**config.mk**
```make
export PLATFORM = sky130hd
export DESIGN_NAME = lsu_flat
export DESIGN_NICKNAME = d
export VERILOG_FILES = /design/src/rtl/lsu_if.sv /design/src/rtl/lsu.sv /design/src/flat_wrapper.sv
export SDC_FILE = /design/constraint.sdc
export NUM_CORES = 1
export LEC_CHECK = 0
export ABC_CLOCK_PERIOD_IN_PS = 3800
export BUFFER_PORTS_ARGS = -buffer_cell sky130_fd_sc_hd__buf_4
export CAP_MARGIN = 15
export CORE_UTILIZATION = 45
export DETAILED_ROUTE_END_ITERATION = 10
export GPL_ROUTABILITY_DRIVEN = 0
export PLACE_DENSITY = 0.73
export SETUP_SLACK_MARGIN = 0.5
export SLEW_MARGIN = 20
export SYNTH_ARGS = -nofsm -noshare
export SYNTH_HDL_FRONTEND = slang
export SYNTH_SLANG_ARGS = --single-unit
```
**constraint.sdc**
```tcl
create_clock -name clk -period 3.8 [get_ports clk]
set_clock_uncertainty 0.05 [all_clocks]
set_input_delay 0.38 -clock clk [delete_from_list [all_inputs] [get_ports clk]]
set_output_delay 0.38 -clock clk [all_outputs]
set_load 0.05 [all_outputs]
```
**src/rtl/lsu_if.sv**
```systemverilog
// Handshake and data-bus signals of the load/store unit, bundled for port connection.
// The slave modport is the LSU's view; master is the surrounding EXU/bus environment.
interface lsu_if;
    logic        req_valid;
    logic        req_ready;
    logic        mem_rd;
    logic        mem_wr;
    logic [2:0]  mem_op;
    logic [31:0] addr;
    logic [31:0] wdata;
    logic        resp_valid;
    logic [31:0] resp_rdata;
    logic        resp_err;
    logic        bus_req_valid;
    logic        bus_req_ready;
    logic        bus_we;
    logic [31:0] bus_addr;
    logic [31:0] bus_wdata;
    logic [3:0]  bus_wmask;
    logic        bus_resp_valid;
    logic [31:0] bus_rdata;
    logic        bus_resp_err;

    modport slave (
        input  req_valid, mem_rd, mem_wr, mem_op, addr, wdata,
        input  bus_req_ready, bus_resp_valid, bus_rdata, bus_resp_err,
        output req_ready, resp_valid, resp_rdata, resp_err,
        output bus_req_valid, bus_we, bus_addr, bus_wdata, bus_wmask
    );

    modport master (
        output req_valid, mem_rd, mem_wr, mem_op, addr, wdata,
        output bus_req_ready, bus_resp_valid, bus_rdata, bus_resp_err,
        input  req_ready, resp_valid, resp_rdata, resp_err,
        input  bus_req_valid, bus_we, bus_addr, bus_wdata, bus_wmask
    );
endinterface

```
**src/rtl/lsu.sv**
```systemverilog
// Load/store unit: one memory instruction becomes one aligned-word bus transaction
// with byte mask; load data is lane-extracted and sign/zero-extended.
module lsu #(
    parameter int unsigned TIMEOUT_CYC = 255
) (
    input  logic clk,
    input  logic rst_n,
    lsu_if.slave io
);
    // state  | meaning
    // IDLE   | ready for a request; request fields latched on accept
    // REQ    | bus_req_valid asserted, waiting for bus_req_ready
    // WAIT   | request accepted by bus, waiting for bus_resp_valid
    // RESP   | one-cycle resp_valid pulse, then back to IDLE

    localparam int unsigned TW = (TIMEOUT_CYC > 2) ? $clog2(TIMEOUT_CYC) : 1;
    localparam logic [TW-1:0] TMO_LOAD = TW'(TIMEOUT_CYC - 1);

    typedef enum logic [1:0] {
        S_IDLE = 2'd0,
        S_REQ  = 2'd1,
        S_WAIT = 2'd2,
        S_RESP = 2'd3
    } state_t;

    state_t      state_q, state_d;
    logic [2:0]  op_q, op_d;
    logic [1:0]  off_q, off_d;
    logic [TW-1:0] tmo_q, tmo_d;
    logic        req_ready_q, req_ready_d;
    logic        resp_valid_q, resp_valid_d;
    logic [31:0] resp_rdata_q, resp_rdata_d;
    logic        resp_err_q, resp_err_d;
    logic        bus_req_valid_q, bus_req_valid_d;
    logic        bus_we_q, bus_we_d;
    logic [31:0] bus_addr_q, bus_addr_d;
    logic [31:0] bus_wdata_q, bus_wdata_d;
    logic [3:0]  bus_wmask_q, bus_wmask_d;

    logic        op_bad;
    logic        store_uns;
    logic        misalign;
    logic        illegal;
    logic        noop;
    logic [3:0]  fmt_mask;
    logic [31:0] fmt_wdata;
    logic [31:0] shifted;
    logic [31:0] fmt_rdata;
    logic        tmo_hit;

    always_comb begin
        op_bad    = (io.mem_op == 3'b011) || (io.mem_op[2:1] == 2'b11);
        store_uns = io.mem_wr && io.mem_op[2];
        misalign  = ((io.mem_op[1:0] == 2'b01) && io.addr[0]) ||
                    ((io.mem_op[1:0] == 2'b10) && (io.addr[1:0] != 2'b00));
        illegal   = (io.mem_rd && io.mem_wr) || op_bad || store_uns || misalign;
        noop      = !io.mem_rd && !io.mem_wr;

        case (io.mem_op[1:0])
            2'b00: begin
                fmt_mask  = 4'b0001 << io.addr[1:0];
                fmt_wdata = {4{io.wdata[7:0]}};
            end
            2'b01: begin
                fmt_mask  = 4'b0011 << {io.addr[1], 1'b0};
                fmt_wdata = {2{io.wdata[15:0]}};
            end
            default: begin
                fmt_mask  = 4'b1111;
                fmt_wdata = io.wdata;
            end
        endcase
    end

    always_comb begin
        shifted = io.bus_rdata >> {off_q, 3'b000};
        case (op_q)
            3'b000:  fmt_rdata = {{24{shifted[7]}}, shifted[7:0]};
            3'b001:  fmt_rdata = {{16{shifted[15]}}, shifted[15:0]};
            3'b100:  fmt_rdata = {24'h0, shifted[7:0]};
            3'b101:  fmt_rdata = {16'h0, shifted[15:0]};
            default: fmt_rdata = io.bus_rdata;
        endcase
    end

    assign tmo_hit = (tmo_q == '0);

    always_comb begin
        state_d      = state_q;
        op_d         = op_q;
        off_d        = off_q;
        tmo_d        = tmo_q;
        resp_rdata_d = resp_rdata_q;
        resp_err_d   = resp_err_q;
        bus_we_d     = bus_we_q;
        bus_addr_d   = bus_addr_q;
        bus_wdata_d  = bus_wdata_q;
        bus_wmask_d  = bus_wmask_q;

        case (state_q)
            S_IDLE: begin
                if (io.req_valid) begin
                    op_d         = io.mem_op;
                    off_d        = io.addr[1:0];
                    tmo_d        = TMO_LOAD;
                    resp_rdata_d = 32'h0;
                    if (illegal) begin
                        state_d    = S_RESP;
                        resp_err_d = 1'b1;
                    end else if (noop) begin
                        state_d    = S_RESP;
                        resp_err_d = 1'b0;
                    end else begin
                        state_d     = S_REQ;
                        bus_we_d    = io.mem_wr;
                        bus_addr_d  = {io.addr[31:2], 2'b00};
                        bus_wmask_d = io.mem_wr ? fmt_mask : 4'b0000;
                        bus_wdata_d = io.mem_wr ? fmt_wdata : 32'h0;
                    end
                end
            end
            S_REQ: begin
                tmo_d = tmo_q - TW'(1);
                // A handshake on the last allowed cycle still times out.
                if (tmo_hit) begin
                    state_d      = S_RESP;
                    resp_err_d   = 1'b1;
                    resp_rdata_d = 32'h0;
                end else if (io.bus_req_ready) begin
                    state_d = S_WAIT;
                end
            end
            S_WAIT: begin
                tmo_d = tmo_q - TW'(1);
                // A response on the last allowed cycle beats the timeout.
                if (io.bus_resp_valid) begin
                    state_d      = S_RESP;
                    resp_err_d   = io.bus_resp_err;
                    resp_rdata_d = (io.bus_resp_err || bus_we_q) ? 32'h0 : fmt_rdata;
                end else if (tmo_hit) begin
                    state_d      = S_RESP;
                    resp_err_d   = 1'b1;
                    resp_rdata_d = 32'h0;
                end
            end
            default: begin
                state_d      = S_IDLE;
                resp_err_d   = 1'b0;
                resp_rdata_d = 32'h0;
            end
        endcase

        req_ready_d     = (state_d == S_IDLE);
        resp_valid_d    = (state_d == S_RESP);
        bus_req_valid_d = (state_d == S_REQ);
    end

    always_ff @(posedge clk or negedge rst_n) begin
        if (!rst_n) begin
            state_q         <= S_IDLE;
            op_q            <= 3'b000;
            off_q           <= 2'b00;
            tmo_q           <= '0;
            req_ready_q     <= 1'b1;
            resp_valid_q    <= 1'b0;
            resp_rdata_q    <= 32'h0;
            resp_err_q      <= 1'b0;
            bus_req_valid_q <= 1'b0;
            bus_we_q        <= 1'b0;
            bus_addr_q      <= 32'h0;
            bus_wdata_q     <= 32'h0;
            bus_wmask_q     <= 4'b0000;
        end else begin
            state_q         <= state_d;
            op_q            <= op_d;
            off_q           <= off_d;
            tmo_q           <= tmo_d;
            req_ready_q     <= req_ready_d;
            resp_valid_q    <= resp_valid_d;
            resp_rdata_q    <= resp_rdata_d;
            resp_err_q      <= resp_err_d;
            bus_req_valid_q <= bus_req_valid_d;
            bus_we_q        <= bus_we_d;
            bus_addr_q      <= bus_addr_d;
            bus_wdata_q     <= bus_wdata_d;
            bus_wmask_q     <= bus_wmask_d;
        end
    end

    assign io.req_ready     = req_ready_q;
    assign io.resp_valid    = resp_valid_q;
    assign io.resp_rdata    = resp_rdata_q;
    assign io.resp_err      = resp_err_q;
    assign io.bus_req_valid = bus_req_valid_q;
    assign io.bus_we        = bus_we_q;
    assign io.bus_addr      = bus_addr_q;
    assign io.bus_wdata     = bus_wdata_q;
    assign io.bus_wmask     = bus_wmask_q;
endmodule

```
**src/flat_wrapper.sv**
```systemverilog
// flat-port wrapper written by rule: the top's interface ports become plain ports
module lsu_flat 
#(
    parameter int unsigned TIMEOUT_CYC = 255
)
  (clk, rst_n, io_req_valid, io_mem_rd, io_mem_wr, io_mem_op, io_addr, io_wdata, io_bus_req_ready, io_bus_resp_valid, io_bus_rdata, io_bus_resp_err, io_req_ready, io_resp_valid, io_resp_rdata, io_resp_err, io_bus_req_valid, io_bus_we, io_bus_addr, io_bus_wdata, io_bus_wmask);
  lsu_if io_i ();
  input  logic clk;
  input  logic rst_n;
  input wire logic [$bits(io_i.req_valid)-1:0] io_req_valid;
  input wire logic [$bits(io_i.mem_rd)-1:0] io_mem_rd;
  input wire logic [$bits(io_i.mem_wr)-1:0] io_mem_wr;
  input wire logic [$bits(io_i.mem_op)-1:0] io_mem_op;
  input wire logic [$bits(io_i.addr)-1:0] io_addr;
  input wire logic [$bits(io_i.wdata)-1:0] io_wdata;
  input wire logic [$bits(io_i.bus_req_ready)-1:0] io_bus_req_ready;
  input wire logic [$bits(io_i.bus_resp_valid)-1:0] io_bus_resp_valid;
  input wire logic [$bits(io_i.bus_rdata)-1:0] io_bus_rdata;
  input wire logic [$bits(io_i.bus_resp_err)-1:0] io_bus_resp_err;
  output wire logic [$bits(io_i.req_ready)-1:0] io_req_ready;
  output wire logic [$bits(io_i.resp_valid)-1:0] io_resp_valid;
  output wire logic [$bits(io_i.resp_rdata)-1:0] io_resp_rdata;
  output wire logic [$bits(io_i.resp_err)-1:0] io_resp_err;
  output wire logic [$bits(io_i.bus_req_valid)-1:0] io_bus_req_valid;
  output wire logic [$bits(io_i.bus_we)-1:0] io_bus_we;
  output wire logic [$bits(io_i.bus_addr)-1:0] io_bus_addr;
  output wire logic [$bits(io_i.bus_wdata)-1:0] io_bus_wdata;
  output wire logic [$bits(io_i.bus_wmask)-1:0] io_bus_wmask;
  assign io_i.req_valid = io_req_valid;
  assign io_i.mem_rd = io_mem_rd;
  assign io_i.mem_wr = io_mem_wr;
  assign io_i.mem_op = io_mem_op;
  assign io_i.addr = io_addr;
  assign io_i.wdata = io_wdata;
  assign io_i.bus_req_ready = io_bus_req_ready;
  assign io_i.bus_resp_valid = io_bus_resp_valid;
  assign io_i.bus_rdata = io_bus_rdata;
  assign io_i.bus_resp_err = io_bus_resp_err;
  assign io_req_ready = io_i.req_ready;
  assign io_resp_valid = io_i.resp_valid;
  assign io_resp_rdata = io_i.resp_rdata;
  assign io_resp_err = io_i.resp_err;
  assign io_bus_req_valid = io_i.bus_req_valid;
  assign io_bus_we = io_i.bus_we;
  assign io_bus_addr = io_i.bus_addr;
  assign io_bus_wdata = io_i.bus_wdata;
  assign io_bus_wmask = io_i.bus_wmask;
  lsu #(.TIMEOUT_CYC(TIMEOUT_CYC)) u_core (.clk(clk), .rst_n(rst_n), .io(io_i));
endmodule
```
# After elaboration in Yosys (flattened, before gate mapping)
# Index checks and enable logic that the tools add are counted.
# W data, S select, Z words.
# totals
wordCells	83
reg_bits	118
mem_bits_ro	0
latchBits	0
memories	0
mem_bits_rw	0
# op_classes
eq_ne	13
n_reduce_logical	25
magnitude_cmp	0
n_addsub	1
bitwise	2
n_div	0
mul	0
mux	26
shifts	3
# ops
op	n
$mux W32	5
$pmux W32 S4	1
$pmux W32 S3	1
$pmux W32 S2	1
$shr A32 B5 Y16	1
$pmux W8 S2	1
$mux W2	7
$eq A2 B2 Y1 const B	4
$logic_not A8 Y1	1
$mux W8	1
$pmux W4 S2	1
$sub A8 B1 Y8 const B	1
$eq A2 B1 Y1 const B	3
$eq A3 B3 Y1 const B	2
$logic_not A2 Y1	3
$logic_or A1 B1 Y1	6
$pmux W2 S3	1
$reduce_and A2 Y1	3
$logic_and A1 B1 Y1	5
$mux W1	5
$mux W4	1
$reduce_and A4 Y1	1
$reduce_bool A2 Y1	2
$shl A1 B2 Y4 const A	1
10 further kinds	12

# Longest topological paths before layout
# depth
depth_word	9
ltp_mapped	8

# Least setup slack after synthesis
# No wires, ideal clock.
# synth_timing
path_kind	input -> register
startpoint	in io_mem_op[0]
endpoint	reg u_core.bus_addr_q[30] (netlist: u_core.io.bus_addr[30])
setup_slack_ns	1.774
setup_ns	0.128
n_path_buf	2
required_time_ns	3.622
arrival_time_ns	1.848
stages	6
cell_sequence	o41a_1 -> nor3_2 -> nor3b_2 -> buf_4 -> buf_6 -> mux2_1
# synth_between
elab_chain_cells	7
word_cells_on_any_way	12
classes_between	eq/ne (3); bitwise (1); reduce/logical (8)
# synth_rtl
element	line_no	source
from (decl)	flat_wrapper.sv:13	input wire logic [$bits(io_i.mem_op)-1:0] io_mem_op;
$eq A3 B2 Y1	lsu.sv:52	op_bad = (io.mem_op == 3'b011) || (io.mem_op[2:1] == 2'b11);
$logic_or A1 B1 Y1	lsu.sv:52	
$logic_or A1 B1 Y1 (2 in a row)	lsu.sv:56	illegal = (io.mem_rd && io.mem_wr) || op_bad || store_uns || misalign;
$logic_or A1 B1 Y1 (*)	lsu.sv:56	
$not A1 Y1 (no line) (*)	-	
$reduce_and A4 Y1 (no line) (*)	-	
to (signal assigned)	lsu.sv:184	bus_addr_q <= bus_addr_d;
to (decl)	lsu.sv:36	logic [31:0] bus_addr_q, bus_addr_d;
# Mark *: on every way between the ends. The rest lies on a longest branch, timed or not.
# A chain may end at the register's enable or synchronous reset.

# Worst setup path in the final report
# layout_timing
startpoint	reg u_core.state_q[0]
endpoint	reg u_core.resp_rdata_q[30] (netlist: u_core.io.resp_rdata[30])
# layout_between
elab_chain_cells	2
word_cells_on_any_way	5
classes_between	eq/ne (3); mux (1); reduce/logical (1)
# layout_rtl
element	line_no	source
from (decl)	lsu.sv:26	state_t state_q, state_d;
from (signal assigned)	lsu.sv:174	state_q <= state_d;
$eq A2 B2 Y1 (tied with other cells)	lsu.sv:100	case (state_q)
$pmux W32 S3 or $ne A2 B2 Y1 (tied branches)	-	
to (signal assigned)	lsu.sv:180	resp_rdata_q <= resp_rdata_d;
to (decl)	lsu.sv:32	logic [31:0] resp_rdata_q, resp_rdata_d;
# Parallel ways exist; a longest one is shown, timed or not.

==> impl_metrics.py <==
metrics = {
    "yosys": {
        "synth_compound_area_share_pct": 18.5,
        "synth_simple_gate_area_share_pct": 10.1,
        "syn_area_sq_mm": 0.00594,
        "synth-edff-count": 0,
        "synthMuxAreaShare_pct": 15.8,
        "yosysWarnings": 0,
        "ys_seq_elements": 118,
        "synth_top_family_by_area": "compound AO/OA/AOI/OAI gates",
        "synth-adder-area-share_pct": 1.05,
        "synth.avg_cell_area_sq_um": 10.8,
        "seq_area_frac_synth_pct": 49.7,
        "ys.flop_type": "dfrtp_1",
        "synth-xor-area-share_pct": 0,
        "synth_cell_types": 56,
        "syn_inst": 551,
        "synthArstFlopShare_pct": 100,
    },
    "drt": {
        "antenna_left": 0,
        "dr.first_iter.drc_count": 322,
        "drt_first_pass_iters": 5,
        "drc": 0,
        "vias_per_cell": 5.51,
        "wirelength_mm": 16.4,
        "via_count": 5135,
        "wire_per_inst_um": 17.6,
    },
    "cts": {
        "clock_path_buffers": 2,
        "numCtsBuffers": 17,
        "clock-sinks": 118,
        "htreeDepth": 4,
        "post-cts-setup-buffers": 0,
        "path_clk_slew_ps": 60,
        "cts_root_buf": "clkbuf_16",
        "cts_tree": "built",
        "cts_resized": 0,
        "worst_skew_pair.late_latency_ps": 420,
        "cts-hold-fix-buffers": 0,
    },
    "layout": {
        "mostFrequentLayoutCells": "buf_4, dfrtp_1, mux2i_1, o21ai_0, o2bb2ai_1",
        "layout_commonest_cell": "buf_4",
        "nets": 859,
        "final_cells": 932,
        "syn_to_final_growth_pct": 37.5,
        "drive_gt1_share_pct": 37.1,
        "antenna_cells": 0,
    },
    "outcome": {
        "status": "complete, no violations",
    },
    "die": {
        "start_util_pct": 46.7,
        "rows": 41,
        "dieArea_sq_mm": 0.0137,
        "fp.dieH_um": 117,
        "die_w_um": 117,
        "io_pins": 212,
        "core_area_sq_mm": 0.0127,
    },
    "power_and_ir_drop": {
        "power.density_mw_per_mm2": 861,
        "power_leakage_nw": 3.80,
        "peakVddDrop_uv": 661,
    },
    "timing": {
        "min_period_ps": 2630,
        "slew_headroom_pct": 37.6,
        "final-hold-violation-count": 0,
        "max_freq_mhz": 381,
        "tightest_slew_ps": 936,
        "hold_ws_ps": 67.0,
        "setup_viol": 0,
        "period_share_pct": 69.1,
        "rsz0062_at_grt": "no",
        "tns_ps": 0,
        "slew_viol_final": 0,
    },
    "setup_path": {
        "critPathKind": "reg -> reg",
        "crit_required_ps": 4070,
        "arrival_ps": 2900,
        "r2r_cells": 7,
        "r2r_slack_ps": 1170,
        "worstSetupEndpointType": "flop",
        "critPathLaunchType": "flop",
        "reg2reg_to": "u_core.io.resp_rdata[30]$_DFFE_PN0P_",
        "crit_fanout": 16,
        "reg2reg_from": "u_core.state_q[0]$_DFF_PN0_",
    },
    "global_routing": {
        "grt_usage_pct": 24.9,
        "grt_pass1_vias": 5100,
        "grt_pass1_wl_mm": 25.8,
        "antenna_found_initial": 0,
        "grt_max_degree": 72,
        "grt_remaining_overflow": 0,
    },
    "placement": {
        "post-dp-hpwl_mm": 11.8,
        "portBuffers": 209,
        "post-place-cells": 900,
    },
    "min_path": {
        "hold_class": "in -> async",
    },
    "run": {
        "drv_cap": 0,
    },
}
## cells in the mapped netlist, types with 12 or more instances
| master | instances | area (sq um) |
|---|---|---|
| nand2_1 | 33 | 124 |
| dfrtp_1 | 117 | 2930 |
| clkbuf_1 | 27 | 101 |
| mux2_2 | 21 | 236 |
| a21oi_1 | 27 | 135 |
| mux2_1 | 21 | 236 |
| o21ai_0 | 37 | 185 |
| inv_1 | 25 | 93.8 |
| nor2_1 | 28 | 105 |
| o2bb2ai_1 | 37 | 324 |
| nor2b_1 | 12 | 75.1 |
| o211ai_1 | 20 | 150 |
| mux2i_1 | 44 | 440 |
## cell families after synthesis
family / Yosys count
compound gates: 156
simple gates: 118
fa+ha+maj: 5
mux: 87
flops: 118
buf+inv: 66
other cells: 1
## per-stage QoR
step	area, sq um	setup WS, ps	power (mW)	utilization, %
after floorplan	5950	1770	4.42	-
after global placement	7600	1240	5.44	59.7
after detailed placement	7600	1180	5.52	59.7
after CTS	8170	1210	7.07	64.2
after global routing	8170	975	7.38	64.2
final	8170	1170	7.03	64.2
## routing by layer
| layer | up-vias | GRT usage [%] | wire (um) |
|---|---|---|---|
| li1 | 2403 | - | - |
| met3 | 21 | 7.67 | 1370 |
| met4 | 0 | 9.70 | 240 |
| met5 | - | 0 | 0 |
| met2 | 215 | 40.9 | 7980 |
| met1 | 2496 | 30.9 | 6840 |
## worst max path at each step
stage	startpoint	endpoint	slack, ps	cells after the start
floorplan	io_mem_op[0]	u_core.io.bus_addr[30]$_DFFE_PN0P_	1770	6
global placement	io_mem_op[0]	u_core.io.bus_addr[8]$_DFFE_PN0P_	1240	6
detailed placement	io_mem_op[0]	u_core.io.bus_addr[31]$_DFFE_PN0P_	1180	6
CTS	u_core.state_q[0]$_DFF_PN0_	u_core.io.resp_rdata[17]$_DFFE_PN0P_	1210	7
global route	u_core.state_q[0]$_DFF_PN0_	u_core.io.resp_rdata[17]$_DFFE_PN0P_	980	7
finish	u_core.state_q[0]$_DFF_PN0_	u_core.io.resp_rdata[30]$_DFFE_PN0P_	1170	7
## where the power goes
| part | internal [mW] | switching (mW) |
|---|---|---|
| logic | 1.14 | 2.32 |
| registers | 1.69 | 0.363 |
| clock network | 0.916 | 0.602 |
| total | 3.75 | 3.28 |
## layout make-up
type,count,area (sq um)
clock buffer,18,439
timing repair buffer,216,1620
clock inverter,14,129
multi-input combinational,368,2710
inverter,26,97.6
fill,1063,4550
sequential,118,2950
tap,172,215
## critical path, stage by stage, from the launching register on
cell      delay (ps)
dfrtp_1          420
inv_1            110
ha_1             270
nor4bb_1         300
buf_4            250
and3_1           370
nand2_1          430
o211ai_1         330
## flip-flops by register name, summed over array words and instances, names as in the netlist
name and cells:
u_core.io.resp_rdata 32, u_core.io.bus_addr 30, u_core.tmo_q 8, u_core.io.resp_valid 1, u_core.state_q 2, u_core.io.bus_we 1
u_core.op_q 3, u_core.io.bus_wdata 32, u_core.io.bus_req_valid 1, u_core.io.req_ready 1, u_core.off_q 2, u_core.io.bus_wmask 4
u_core.io.resp_err 1
No activity file was read; power rests on OpenSTA's default activity.
